==> src/rtl/mips_pkg.sv <==
// Shared constants for the MIPS pipeline: field widths, EX/MEM
// control-bit positions and the MEM stage state encoding.
package mips_pkg;

    localparam int REG_W  = 5;
    localparam int WORD_W = 32;
    localparam int CTRL_W = 6;

    localparam int CTRL_REGWRITE = 0;
    localparam int CTRL_MEMTOREG = 1;
    localparam int CTRL_BRANCH   = 2;
    localparam int CTRL_MEMREAD  = 3;
    localparam int CTRL_MEMWRITE = 4;

    typedef enum logic [1:0] {
        ST_IDLE   = 2'd0,
        ST_ACCESS = 2'd1,
        ST_DONE   = 2'd2
    } mem_state_e;

endpackage

==> src/rtl/mem_timeout_ctr.sv <==
// Cycle counter for an outstanding memory access; tc_o flags the
// last cycle the access may wait before it is abandoned.
module mem_timeout_ctr #(
    parameter int TIMEOUT = 16,
    parameter int CNT_W   = 5
) (
    input  logic clk_i,
    input  logic reset_i,
    input  logic clr_i,
    input  logic en_i,
    output logic tc_o
);

    logic [CNT_W-1:0] cnt_q, cnt_d;

    always_comb begin
        cnt_d = cnt_q;
        if (clr_i) begin
            cnt_d = '0;
        end else if (en_i) begin
            cnt_d = cnt_q + CNT_W'(1);
        end
    end

    always_ff @(posedge clk_i) begin
        if (reset_i) begin
            cnt_q <= '0;
        end else begin
            cnt_q <= cnt_d;
        end
    end

    assign tc_o = (cnt_q == CNT_W'(TIMEOUT - 1));

endmodule

==> src/rtl/mem_access_stage.sv <==
// MEM stage: word loads/stores over a req/ack data-memory port,
// branch resolution and the MEM/WB register.
module mem_access_stage
    import mips_pkg::*;
#(
    parameter int TIMEOUT = 16,
    parameter int CNT_W   = 5
) (
    input  logic              clk,
    input  logic              reset,
    input  logic              ex_valid,
    input  logic [CTRL_W-1:0] ex_ctrl,
    input  logic [REG_W-1:0]  ex_dest,
    input  logic [WORD_W-1:0] ex_alu,
    input  logic [WORD_W-1:0] ex_rt,
    input  logic              ex_zero,
    input  logic [WORD_W-1:0] ex_btarget,
    output logic              stall,
    output logic              pc_src,
    output logic [WORD_W-1:0] pc_target,
    output logic              dmem_req,
    output logic              dmem_we,
    output logic [WORD_W-1:0] dmem_addr,
    output logic [WORD_W-1:0] dmem_wdata,
    input  logic [WORD_W-1:0] dmem_rdata,
    input  logic              dmem_ack,
    output logic              wb_valid,
    output logic              wb_reg_write,
    output logic              wb_mem_to_reg,
    output logic [REG_W-1:0]  wb_dest,
    output logic [WORD_W-1:0] wb_alu,
    output logic [WORD_W-1:0] wb_mem_data,
    output logic              mem_err,
    output logic [WORD_W-1:0] err_addr
);

    mem_state_e state_q, state_d;

    logic              req_q, req_d, we_q, we_d;
    logic [WORD_W-1:0] addr_q, addr_d, wdata_q, wdata_d;
    logic [REG_W-1:0]  ldest_q, ldest_d;
    logic              lrw_q, lrw_d, lm2r_q, lm2r_d;
    logic              wv_q, wv_d, wrw_q, wrw_d, wm2r_q, wm2r_d;
    logic [REG_W-1:0]  wdest_q, wdest_d;
    logic [WORD_W-1:0] walu_q, walu_d, wmd_q, wmd_d;
    logic              err_q, err_d;
    logic [WORD_W-1:0] eaddr_q, eaddr_d;

    logic is_mem, misal, start, in_access, tc;
    logic unused_ctrl;

    assign unused_ctrl = ex_ctrl[5];
    assign is_mem      = ex_ctrl[CTRL_MEMREAD] | ex_ctrl[CTRL_MEMWRITE];
    assign misal       = (ex_alu[1:0] != 2'b00);
    assign start       = (state_q == ST_IDLE) && ex_valid && is_mem && !misal;
    assign in_access   = (state_q == ST_ACCESS);

    mem_timeout_ctr #(
        .TIMEOUT (TIMEOUT),
        .CNT_W   (CNT_W)
    ) u_ctr (
        .clk_i   (clk),
        .reset_i (reset),
        .clr_i   (!in_access),
        .en_i    (in_access),
        .tc_o    (tc)
    );

    always_ff @(posedge clk) begin
        if (reset) begin
            state_q <= ST_IDLE;
        end else begin
            state_q <= state_d;
        end
    end

    always_comb begin
        state_d = state_q;
        unique case (state_q)
            ST_IDLE:   if (start) state_d = ST_ACCESS;
            ST_ACCESS: if (dmem_ack || tc) state_d = ST_DONE;
            ST_DONE:   state_d = ST_IDLE;
            default:   state_d = ST_IDLE;
        endcase
    end

    // Stall covers the issuing cycle too, before the FSM has left IDLE.
    always_comb begin
        stall     = start || in_access;
        pc_src    = 1'b0;
        pc_target = '0;
        if (state_q == ST_IDLE) begin
            pc_src    = ex_valid & ex_ctrl[CTRL_BRANCH] & ex_zero;
            pc_target = ex_btarget;
        end
    end

    always_comb begin
        req_d   = req_q;
        we_d    = we_q;
        addr_d  = addr_q;
        wdata_d = wdata_q;
        ldest_d = ldest_q;
        lrw_d   = lrw_q;
        lm2r_d  = lm2r_q;
        wv_d    = 1'b0;
        wrw_d   = 1'b0;
        wm2r_d  = 1'b0;
        wdest_d = '0;
        walu_d  = '0;
        wmd_d   = '0;
        err_d   = 1'b0;
        eaddr_d = eaddr_q;
        unique case (state_q)
            ST_IDLE: begin
                if (ex_valid && (!is_mem || misal)) begin
                    wv_d    = 1'b1;
                    wrw_d   = ex_ctrl[CTRL_REGWRITE] & !is_mem;
                    wm2r_d  = ex_ctrl[CTRL_MEMTOREG];
                    wdest_d = ex_dest;
                    walu_d  = ex_alu;
                    err_d   = is_mem;
                    if (is_mem) eaddr_d = ex_alu;
                end else if (start) begin
                    req_d   = 1'b1;
                    we_d    = ex_ctrl[CTRL_MEMWRITE];
                    addr_d  = ex_alu;
                    wdata_d = ex_rt;
                    ldest_d = ex_dest;
                    lrw_d   = ex_ctrl[CTRL_REGWRITE] & !ex_ctrl[CTRL_MEMWRITE];
                    lm2r_d  = ex_ctrl[CTRL_MEMTOREG];
                end
            end
            ST_ACCESS: begin
                // An ack on the terminal cycle still completes normally.
                if (dmem_ack || tc) begin
                    req_d   = 1'b0;
                    wv_d    = 1'b1;
                    wrw_d   = lrw_q & dmem_ack;
                    wm2r_d  = lm2r_q;
                    wdest_d = ldest_q;
                    walu_d  = addr_q;
                    wmd_d   = (dmem_ack && !we_q) ? dmem_rdata : '0;
                    err_d   = !dmem_ack;
                    if (!dmem_ack) eaddr_d = addr_q;
                end
            end
            default: ;
        endcase
    end

    always_ff @(posedge clk) begin
        if (reset) begin
            req_q   <= 1'b0;
            we_q    <= 1'b0;
            addr_q  <= '0;
            wdata_q <= '0;
            ldest_q <= '0;
            lrw_q   <= 1'b0;
            lm2r_q  <= 1'b0;
            wv_q    <= 1'b0;
            wrw_q   <= 1'b0;
            wm2r_q  <= 1'b0;
            wdest_q <= '0;
            walu_q  <= '0;
            wmd_q   <= '0;
            err_q   <= 1'b0;
            eaddr_q <= '0;
        end else begin
            req_q   <= req_d;
            we_q    <= we_d;
            addr_q  <= addr_d;
            wdata_q <= wdata_d;
            ldest_q <= ldest_d;
            lrw_q   <= lrw_d;
            lm2r_q  <= lm2r_d;
            wv_q    <= wv_d;
            wrw_q   <= wrw_d;
            wm2r_q  <= wm2r_d;
            wdest_q <= wdest_d;
            walu_q  <= walu_d;
            wmd_q   <= wmd_d;
            err_q   <= err_d;
            eaddr_q <= eaddr_d;
        end
    end

    assign dmem_req      = req_q;
    assign dmem_we       = we_q;
    assign dmem_addr     = addr_q;
    assign dmem_wdata    = wdata_q;
    assign wb_valid      = wv_q;
    assign wb_reg_write  = wrw_q;
    assign wb_mem_to_reg = wm2r_q;
    assign wb_dest       = wdest_q;
    assign wb_alu        = walu_q;
    assign wb_mem_data   = wmd_q;
    assign mem_err       = err_q;
    assign err_addr      = eaddr_q;

endmodule

==> config.mk <==
export PLATFORM = sky130hd
export DESIGN_NAME = mem_access_stage
export DESIGN_NICKNAME = d
export VERILOG_FILES = /design/src/rtl/mips_pkg.sv /design/src/rtl/mem_timeout_ctr.sv /design/src/rtl/mem_access_stage.sv
export SDC_FILE = /design/constraint.sdc
export NUM_CORES = 1
export LEC_CHECK = 0
export ABC_AREA = 1
export BUFFER_PORTS_ARGS = -buffer_cell sky130_fd_sc_hd__clkbuf_2
export CAP_MARGIN = 10
export CORE_MARGIN = 4
export CORE_UTILIZATION = 40
export CTS_CLUSTER_SIZE = 12
export DETAILED_ROUTE_END_ITERATION = 10
export MAX_ROUTING_LAYER = met4
export PLACE_DENSITY = 0.83
export REMOVE_ABC_BUFFERS = 1
export SLEW_MARGIN = 5
export SYNTH_ARGS = -nofsm -noshare
export SYNTH_HDL_FRONTEND = slang
export SYNTH_HIERARCHICAL = 1
export SYNTH_SLANG_ARGS = --single-unit
==> constraint.sdc <==
create_clock -name clk -period 1.9 [get_ports clk]
set_input_delay 0.57 -clock clk [delete_from_list [all_inputs] [get_ports clk]]
set_output_delay 0.57 -clock clk [all_outputs]
set_load 0.02 [all_outputs]
==> results by group, run 1 <==
Routing
  • First-pass DRT Iterations: 4
  • Via count: 7670
  • Wire per inst: 14.0 um
  • Final wirelength: 22.6 mm
  • DR DRC count: 0
  • Avg Vias per Cell: around 4.8
  • Post-DRT Antenna Nets: 0
  • Iter 0 DRT Violations: 427

Synthesis
  • Post-synth top area share: 0.506
  • Yosys warnings: 6
  • Post-synthesis mux area share: 0
  • Xor/xnor share of the synthesized area: 0
  • Post-Syn Area: 0.00732 mm^2
  • Complex-gate fraction of the synthesized area: 0.103
  • Post-Synth Adder-Cell Area: 0.00342
  • Post-synth EDFFs: 0
  • Largest family of logic cells by synthesized area: simple AND/OR/NAND/NOR gates
  • Area leader, netlist: dfxtp_1
  • #FFs+latches synth: 185
  • Mapped Cells: 1030
  • Async set or reset register ratio after synthesis: 0
  • Mapped Avg Cell Area: 7.10 um^2
  • Sequential-to-total area share from yosys stat: 0.506
  • Primary FF master, synth: dfxtp_1
  • Post-synth cell types: 23
  • Synth top cells by count: 248 x nor2_1, 185 x dfxtp_1, 182 x nand2_1
  • Simple-Gate Fraction of Synth Area: 0.285
  • Cell with the most instances after synthesis: nor2_1
  • Largest cells by area after synthesis: dfxtp_1 51%, nor2_1 13%, nand2_1 9.3%

Placement
  • PortBufs: 347
  • Routability cong.: 0.910
  • Dpl cells: 1569
  • DPL Wire Length: roughly 16 mm
  • Post-placement setup slack: -0.0189 ns

Setup path
  • Slowest CP cell: dfxtp_2
  • CP endpoint: pc_target[7]
  • R2r setup slk: 0.12 ns
  • Worst setup path start: state_q[0]
  • Launching point of the worst reg2reg path: u_ctr/cnt_q[0]
  • Worst EP arrival: 1.38 ns
  • Crit. End Element: primary output
  • Reg2Reg Depth: 8
  • Worst path bufs/invs: 3
  • Crit Path Class: reg -> out
  • Worst stage delay on the critical path: ~0.33 ns
  • Reg-to-Reg End: wb_alu[20]
  • Startpoint types: flop
  • Most frequent CP cell: nor2_4
  • Total stage count of the critical path: 5
  • Critical-path cell list: nor2_4 -> inv_2 -> buf_16 -> nor2_4 -> clkbuf_8
  • Crit Path Max Fanout: 16
  • Family with the most delay on the worst path: buffers and inverters
  • Critical Path RT: 1.33 ns

Layout
  • Final nets: roughly 1500
  • Fraction of layout cells with a size suffix above 1: 0.322
  • Non-filler cells, final: 1607
  • Area grow syn2layout: 41.1%
  • Ant diodes: 0

Die
  • Total Die Area: a little over 0.02 mm^2
  • Core ar.: 0.0180 mm^2
  • Die Span Y: about 140 um
  • Die width: 143 um
  • Num rows: ~50
  • I/O Pins: 349
  • Initial Utilization: 0.407

STA
  • RSZ-0062 raised after global routing: yes
  • Worst Clk Skew: 0.00962 ns
  • Hold Violations, Final: 0
  • Crit path time final: 1.95 ns
  • Share of the cycle needed by the critical path after routing: 1.03
  • PnR worst setup slack: -0.0488 ns
  • Slew margin rel.: 0.642
  • Worst-margin pin slew: 0.536 ns
  • Finish-stage setup viols: 32
  • Fin. max-slew vios: 0
  • FMAX: between 500 and 600 MHz

Clocking
  • Num CTS Buffers: 17
  • Deepest clock path buffer count: 2
  • # H-tree levels: 4
  • Root buffer cell: clkbuf_16
  • CTS tree: done
  • Hold bufs inserted after CTS: 0
  • Clk sinks: 185
  • Clock latency on the worst-skew pair: 0.42 ns
  • CTS clk-pin slew, worst paths: 0.07 ns

Global route
  • Met1 GRT Util: 0.259
  • Met3 Track Usage GR: 0.0526
  • Total gr overflow: 0
  • First-pass GRT wire length: 35.2 mm
  • Pin count of the biggest net entering global routing: 66
  • Total GRT Usage: 0.219
  • Vias in the first global route: 7186
  • Met2 GRT Util: 0.369
  • Grt peak-use layer: met2
  • Initial antenna violation count: 0

Min path
  • Hold_sp: dmem_rdata[13]
  • Min-Delay Path Class: in -> reg

Power and ir drop
  • LEAKAGE: between 0.005 and 0.006 uW
  • PwrDens: 918 mW/mm^2
  • Maximum vdd drop: 0.580 mV

Status
  • Outcome: finished with violations
  • Failing checks: negative setup slack

Flow run
  • Max Cap Viol: 0
[where the power goes]
group | internal [uW] | total (uW) | switching [uW] | leakage, uW
sequential | 4040 | 4140 | 94.8 | 0.00151
combinational | 547 | 1410 | 864 | 0.00349
clock | 2390 | 3920 | 1530 | 0.000319
total | 6980 | 9470 | 2490 | 0.00532
[per-layer routing]
metal,part of all wire,vias up
li1,-,3847
met1,0.41,3447
met3,0.085,31
met2,0.49,345
met5,0,-
met4,0.016,0
[worst min-delay path: stages]
cell and delay (ns):
clkbuf_2 0.08, inv_1 0.04, nor2_1 0.03
[cell type report]
type | count | area, um^2
timing repair buffer | 384 | 2310
inverter | 112 | 423
tap | 229 | 287
sequential | 185 | 3710
multi-input combinational | 666 | 2940
clock buffer | 19 | 443
clock inverter | 12 | 208
fill | 1600 | 7640
[metrics by stage]
| step | total power, uW | utilization | instance area (um^2) | hold slack, ns | TNS (ns) |
|---|---|---|---|---|---|
| detailed placement | 5560 | 0.522 | 9380 | 0.458 | -0.0189 |
| CTS | 9540 | 0.573 | 10300 | 0.313 | -2.09 |
| finish | 9470 | 0.575 | 10300 | 0.338 | -0.524 |
| floorplan | 4950 | - | 6990 | 0.439 | -169.75 |
| global route | 9860 | 0.575 | 10300 | 0.317 | -3.34 |
| global placement | 5530 | 0.522 | 9380 | 0.455 | -0.0143 |
[how the worst min path moves through the flow]
stage / slack (ns) / to / depth (start not counted)
2_1_floorplan: 0.44 / wb_dest[0] / 2
3_5_place_dp: 0.46 / lrw_q / 2
4_1_cts: 0.31 / wb_mem_data[3] / 3
3_3_place_gp: 0.45 / wb_dest[3] / 2
6_report: 0.34 / wb_mem_data[13] / 3
5_1_grt: 0.32 / wb_mem_data[20] / 3
[cells by family (layout without fill, tap and decap cells)]
family          after synthesis  in the layout
flops                       185            185
compound gates              151            151
buf+inv                     179            527
fa+ha+maj                     2              2
simple gates                513            513
[repair_timing]
| item | in CTS | in global routing |
|---|---|---|
| gates cloned | 1 | 0 |
| pin swaps | 2 | 1 |
| gates resized for setup | 60 | 37 |
| setup buffers | 5 | 1 |
| setup endpoints to repair | 34 | 34 |
[placed cells by master, fill, tap and decap left out, types with 2 or more instances in the layout]
| cell type | count |
|---|---|
| nand2_4 | 3 |
| buf_4 | 49 |
| nand2_1 | 180 |
| nand2_2 | 2 |
| buf_6 | 3 |
| inv_1 | 106 |
| ha_1 | 2 |
| dfxtp_1 | 183 |
| a21oi_1 | 78 |
| buf_12 | 11 |
| clkbuf_8 | 6 |
| nand4_1 | 2 |
| nor2_4 | 10 |
| inv_2 | 5 |
| bufinv_16 | 5 |
| nor3_1 | 2 |
| o21ai_1 | 19 |
| clkbuf_2 | 313 |
| o21ai_0 | 54 |
| nor2_2 | 5 |
| nor2_1 | 238 |
| clkbuf_16 | 17 |
| buf_8 | 2 |
| nand3_1 | 68 |
| inv_6 | 5 |
Note: power is estimated with default switching activity, not from simulation.
==> run 2, diff against run 1 <==
CORE_ASPECT_RATIO = 1.75   (was not set)
GPL_ROUTABILITY_DRIVEN = 0   (was not set)
HOLD_SLACK_MARGIN = 0.1   (was not set)
==> run 2 against run 1 <==
  * The flow still finishes with violations (negative setup slack)
  * Worst hold slack lost 0.0035 ns
  * Count of clock-buffer cells in the layout fell by 1
  * Fmax is 4.2% lower
  * First-iteration DRC count shrank 3.5%
  * Via count is 1.4% higher
  * Register-to-register slack improved by 0.02 ns
  * Sequential share of layout area rose by 0.13 points
  * Final cell count grew 0.19%
  * Largest power group unchanged
==> results by group, run 2 (synthesized netlist as in run 1, its figures left out) <==
STA
  • Worst-margin pin slew: 0.505 ns (-0.0310 ns)
  • Hold Violations, Final: 0 (unchanged)
  • Worst hold margin: 0.334 ns (-0.00354 ns)
  • Worst Clk Skew: 0.0110 ns (+0.00136 ns)
  • RSZ-0062 raised after global routing: yes
  • Slew margin rel.: 0.663 (+0.0215)
  • PnR worst setup slack: -0.135 ns (-0.0861 ns)
  • FMAX: 491 MHz (-4.2%)
  • Share of the cycle needed by the critical path after routing: 1.07 (+0.0453)
  • Fin. max-slew vios: 0 (unchanged)
  • Total Neg Setup Slack: -2.97 ns (-2.44 ns)
  • Crit path time final: 2.03 ns (+0.0861 ns)
  • Finish-stage setup viols: 34 (+6.3%)

Power and ir drop
  • Combinational fraction of design power: 0.153 (+0.004)
  • Register share of total power: 0.441 (+0.004)
  • Internal: 6840 uW (-2.0%)
  • LEAKAGE: 0.00529 uW (-0.53%)
  • Maximum vdd drop: 0.571 mV (-1.5%)
  • Clk pwr share: 0.406 (-0.008)
  • Sw frac: 0.270 (+0.00723)
  • PwrDens: 912 mW/mm^2 (-0.67%)
  • NetSw: 2530 uW (+1.7%)

Layout
  • Non-filler cells, final: 1610 (+0.19%)
  • Most frequent cells in the layout: 313 x clkbuf_2, 238 x nor2_1, 183 x dfxtp_1, 180 x nand2_1, 105 x inv_1
  • Ant diodes: 0 (unchanged)
  • Final Core Density: 0.572 (-0.00234)
  • Commonest non-fill, non-tap cell in the layout: clkbuf_2
  • Final nets: 1510 (-0.13%)
  • Area grow syn2layout: 40.6%
  • FILL cells: 1600 (unchanged)
  • Register area: 0.00371 mm^2 (unchanged)
  • Fraction of layout cells with a size suffix above 1: 0.323 (+0.000468)
  • Area of the multi-input gates: 0.00292 mm^2 (-0.68%)

Global route
  • Pin count of the biggest net entering global routing: 59 (-11%)
  • Vias in the first global route: 7470 (+4.0%)
  • Total GRT Usage: 0.239 (+0.0203)
  • First-pass GRT wire length: 37.3 mm (+5.9%)
  • Total gr overflow: 0 (unchanged)
  • Initial antenna violation count: 0 (unchanged)

Routing
  • Via count: 7777 (+1.4%)
  • DR DRC count: 0 (unchanged)
  • Wire per inst: 15.2 um (+8.5%)
  • Iter 0 DRT Violations: 412 (-3.5%)
  • Top layer in use: met4
  • Final wirelength: 24.5 mm (+8.7%)
  • Avg Vias per Cell: 4.83 (+1.2%)
  • First-pass DRT Iterations: 5 (+1)
  • Met3 WL: 1.89 mm (-1.7%)
  • WL met2: 12.7 mm (+15%)
  • M1 WL: 8.46 mm (-7.6%)
  • Post-DRT Antenna Nets: 0 (unchanged)

Setup path
  • Startpoint types: flop
  • Crit Path Class: reg -> out
  • Critical Path RT: 1.33 ns (about the same)
  • Crit Path Max Fanout: 16 (unchanged)
  • Crit. End Element: primary output
  • Worst setup path start: state_q[0]
  • Launching point of the worst reg2reg path: u_ctr/cnt_q[0]
  • Worst EP arrival: 1.46 ns (+0.08 ns)

Clocking
  • Num CTS Buffers: 17 (unchanged)
  • CTS tree: done
  • Root buffer cell: clkbuf_16
  • Deepest clock path buffer count: 2 (unchanged)
  • Clock latency on the worst-skew pair: 0.42 ns (about the same)
  • CTS clk-pin slew, worst paths: 0.07 ns (about the same)
  • # H-tree levels: 4 (unchanged)
  • Clk sinks: 185 (unchanged)

Flow run
  • Max Cap Viol: 0 (unchanged)

Die
  • Die Span Y: 187 um (+30%)
  • Initial Utilization: 0.407 (about the same)
  • Die width: 110 um (-23%)
  • Num rows: 65 (+33%)
  • Core ar.: 0.0180 mm^2 (about the same)
  • Total Die Area: 0.0206 mm^2 (+0.42%)
  • I/O Pins: 349 (unchanged)

Min path
  • Hold_sp: dmem_rdata[19]
  • Min-Delay Path Class: in -> reg

Status
  • Outcome: finished with violations
  • Failing checks: negative setup slack

Placement
  • PortBufs: 347 (unchanged)
  • Dpl cells: 1569 (unchanged)
  • DPL Wire Length: 16.8 mm (+4.3%)
==> run 2: changes by cell type in the layout (fill, tap and decap cells not counted), sizes merged <==
cell	before	now
buf	66	63
clkinv	2	5
inv	117	115
bufinv	5	4
clkinvlp	0	1
==> run 2: worst paths after layout <==
kind	to	slack [ns]	cells after the start
hold reg to reg	wb_mem_to_reg	0.47	2
setup reg to reg	wb_alu[28]	0.14	8
hold / removal	wb_mem_data[19]	0.33	3
setup / recovery	pc_target[15]	-0.13	5
==> run 2: stage by stage <==
stage          total power, uW  cell area [um^2]  setup WS, ns
2_1_floorplan             4950              6990         -2.15
3_3_place_gp              5540              9350        0.0424
3_5_place_dp              5570              9350        0.0398
4_1_cts                   9450             10200        -0.170
5_1_grt                   9770             10300        -0.196
6_report                  9380             10300        -0.135
==> run 2: power by group through the flow <==
stage               logic, uW  registers (uW)  clock network [uW]
finish                   1430            4140                3810
global route             1570            4160                4040
CTS                      1410            4140                3900
detailed placement       1340            4230                   0
global placement         1320            4220                   0
floorplan                 540            4410                   0
==> run 2: what timing repair did <==
action,4_1_cts,5_1_grt
gates cloned,1,1
pin swaps,3,2
endpoints found under the setup margin,34,67
gates resized for setup,51,40
setup buffers,7,1
hold buffers,0,0
==> run 2: area by class of cell <==
| class | count | share of cell area |
|---|---|---|
| flip-flops and latches | 185 | 0.361 |
| multi-input cells | 666 | 0.284 |
| repair buffers | 382 | 0.225 |
| clock buffers | 18 | 0.0427 |
| inverters | 112 | 0.0411 |
| well taps | 234 | 0.0285 |
| clock inverters | 13 | 0.0185 |
==> run 2: worst max-delay path: stages (launching register included) <==
cell and delay, ns:
dfxtp_2 0.34, nor2_4 0.15, inv_2 0.09, buf_12 0.16
nor2_4 0.13, clkbuf_8 0.16
==> run 2: layer usage <==
metal,vias up,global-route usage
met5,-,-
met3,87,0.0522
met1,3486,0.237
met2,370,0.417
met4,0,0.141
li1,3834,-
==> run 3, diff against run 2 <==
clock period = 2.3 ns   (was 1.9 ns; I/O delays follow)
==> run 3 against run 2 <==
  * The flow now finishes without violations
  * Non-clock buffer count decreased by 13
  * Clock skew rose by 0.0010 ns
  * Combinational power is 21% lower
  * Register-to-register slack improved by 0.34 ns
  * Sequential share of layout area rose by 0.98 points
  * Final cell count decreased by 0.75%
  * Global-route usage shrank 0.52 points
  * Utilization fell by 1.5 points
  * Sequential power fell by 17%
  * First-iteration DRC count shrank 10%
  * Wire length is 3.0% lower
==> results by group, run 3 (synthesized netlist as in run 1, its figures left out) <==
Layout
  • Commonest non-fill, non-tap cell in the layout: clkbuf_2
  • FILL cells: 1681 (+5.1%)
  • Most frequent cells in the layout: 317 x clkbuf_2, 241 x nor2_1, 183 x dfxtp_1, 181 x nand2_1, 106 x inv_1
  • Fin area: 0.0100 mm^2 (-2.7%)
  • Final nets: 1497 (-0.86%)
  • Final Core Density: 0.557 (-0.0155)
  • Fraction of layout cells with a size suffix above 1: 0.310 (-0.0126)
  • Ant diodes: 0 (unchanged)
  • Area grow syn2layout: 36.8%

STA
  • FMAX: 444 MHz
  • Fin. max-slew vios: 0 (unchanged)
  • RSZ-0062 raised after global routing: yes
  • Crit path time final: 2.25 ns
  • Share of the cycle needed by the critical path after routing: 0.979
  • Hold Violations, Final: 0 (unchanged)
  • Finish-stage setup viols: 0 (-100%)
  • Slew margin rel.: 0.700 (+0.0364)
  • Worst hold margin: 0.444 ns (+0.110 ns)
  • PnR worst setup slack: 0.0488 ns (+0.184 ns)
  • Worst-margin pin slew: 0.451 ns (-0.0545 ns)
  • Worst Clk Skew: 0.0120 ns (+0.00101 ns)

Routing
  • DR DRC count: 0 (unchanged)
  • Final wirelength: 23.8 mm (-3.0%)
  • Via count: 7633 (-1.9%)
  • Wire per inst: 14.9 um (-2.3%)
  • Avg Vias per Cell: 4.78 (-1.1%)
  • Iter 0 DRT Violations: 369 (-10%)
  • Post-DRT Antenna Nets: 0 (unchanged)
  • First-pass DRT Iterations: 7 (+2)

Placement
  • PortBufs: 347 (unchanged)
  • DPL Wire Length: 16.5 mm (-1.4%)
  • Post-placement setup slack: 0.160 ns (+0.120 ns)
  • Dpl cell area: 0.00927 mm^2 (-0.88%)

Die
  • I/O Pins: 349 (unchanged)
  • Num rows: 65 (unchanged)
  • Core ar.: 0.0180 mm^2 (unchanged)
  • Die width: 110 um (unchanged)
  • Die Span Y: 187 um (unchanged)
  • Initial Utilization: 0.407 (unchanged)
  • Total Die Area: 0.0206 mm^2 (unchanged)

Setup path
  • Worst stage delay on the critical path: 0.35 ns (about the same)
  • Crit Path Max Fanout: 15 (-1)
  • Slowest CP cell: dfxtp_2
  • Critical-path cell list: nor2_4 -> clkinvlp_4 -> buf_12 -> nor2_2 -> buf_6
  • Crit Path Class: reg -> out
  • Reg-to-Reg End: wb_alu[0]
  • Critical Path RT: 1.61 ns (+0.28 ns)
  • R2r setup slk: 0.48 ns (+0.34 ns)
  • Family with the most delay on the worst path: buffers and inverters
  • Reg2Reg Depth: 8 (unchanged)
  • Worst path bufs/invs: 3 (unchanged)
  • Worst EP arrival: 1.56 ns (+0.10 ns)
  • Startpoint types: flop
  • Crit. End Element: primary output
  • Launching point of the worst reg2reg path: u_ctr/cnt_q[0]

Min path
  • WHS Path Cells: 3 (unchanged)
  • Min-Delay Path Class: in -> reg
  • Hold endpoint: wb_mem_data[26]
  • Hold_sp: dmem_rdata[26]

Clocking
  • Clock latency on the worst-skew pair: 0.43 ns (about the same)
  • Num CTS Buffers: 17 (unchanged)
  • # H-tree levels: 4 (unchanged)
  • Clk sinks: 185 (unchanged)
  • Deepest clock path buffer count: 2 (unchanged)
  • CTS clk-pin slew, worst paths: 0.07 ns (about the same)
  • Hold bufs inserted after CTS: 0 (unchanged)
  • Root buffer cell: clkbuf_16
  • CTS tree: done

Global route
  • First-pass GRT wire length: 36.6 mm (-1.7%)
  • Pin count of the biggest net entering global routing: 73 (+24%)
  • Total GRT Usage: 0.234 (-0.00518)
  • Initial antenna violation count: 0 (unchanged)
  • Total gr overflow: 0 (unchanged)
  • Vias in the first global route: 7332 (-1.8%)

Power and ir drop
  • PwrDens: 750 mW/mm^2 (-18%)
  • Tot Pwr: 7500 uW (-20%)
  • Maximum vdd drop: 0.469 mV (-18%)
  • LEAKAGE: 0.00514 uW (-2.7%)

Flow run
  • Max Cap Viol: 0 (unchanged)

Status
  • Outcome: finished clean
[run 3: cell count changes in the layout (fill, tap and decap cells not counted), sizes merged]
cell      previous run  this run
clkinvlp             1         5
inv                115       112
clkinv               5         3
clkbuf             337       350
buf                 63        40
bufinv               4         3
[run 3: cell type report]
| cell class | instances | area (um^2) | share of cell area |
|---|---|---|---|
| Clock buffer | 21 | 440 | 0.0440 |
| Clock inverter | 11 | 148 | 0.0148 |
| Inverter | 112 | 427 | 0.0426 |
| Multi-Input combinational cell | 666 | 2890 | 0.289 |
| Sequential cell | 185 | 3710 | 0.370 |
| Tap cell | 234 | 293 | 0.0293 |
| Timing Repair Buffer | 369 | 2100 | 0.210 |
[run 3: worst register-to-register path: cells and delay by family (launching register included)]
| kind | cells | cell delay (ns) |
|---|---|---|
| AND/OR/NAND/NOR | 3 | 0.37 |
| buffers and inverters | 2 | 0.42 |
| adder cells (fa/ha/maj) | 2 | 0.37 |
| flip-flops | 1 | 0.37 |
| AO/OA/AOI/OAI | 1 | 0.20 |
[run 3: how the worst max path moves through the flow]
stage	startpoint	end	slack (ns)	depth (start not counted)
final	state_q[1]	pc_target[22]	0.05	5
after floorplan	state_q[0]	wb_mem_data[0]	-1.75	4
after CTS	state_q[1]	pc_target[22]	0.002	5
after global placement	ex_ctrl[4]	stall	0.19	8
after global routing	state_q[0]	pc_target[21]	-0.04	5
after detailed placement	ex_ctrl[4]	stall	0.16	8
[run 3: power breakdown]
group / leakage (uW) / switching, uW / total [uW] / internal, uW
Clock: 0.000274 / 1240 / 2960 / 1710
Combinational: 0.00336 / 714 / 1130 / 416
Sequential: 0.00151 / 74.4 / 3420 / 3340
Total: 0.00514 / 2030 / 7500 / 5470
[run 3: per-stage QoR]
stage	instances	setup TNS (ns)
6_report	1598	0
5_1_grt	1598	-0.413
4_1_cts	1597	0
3_5_place_dp	1563	0
3_3_place_gp	1563	0
2_1_floorplan	963	-113.42
[run 3: repair_timing]
item                       CTS  global route
setup endpoints to repair   20            33
setup buffers                2             1
resized for setup           28            32
cloned                       0             0
pin swaps                    1             1
[run 3: metal layers]
layer	global-route usage	wire (um)
met2	0.399	12000
met3	0.0591	2080
met1	0.228	8170
met4	0.154	1520
met5	-	0
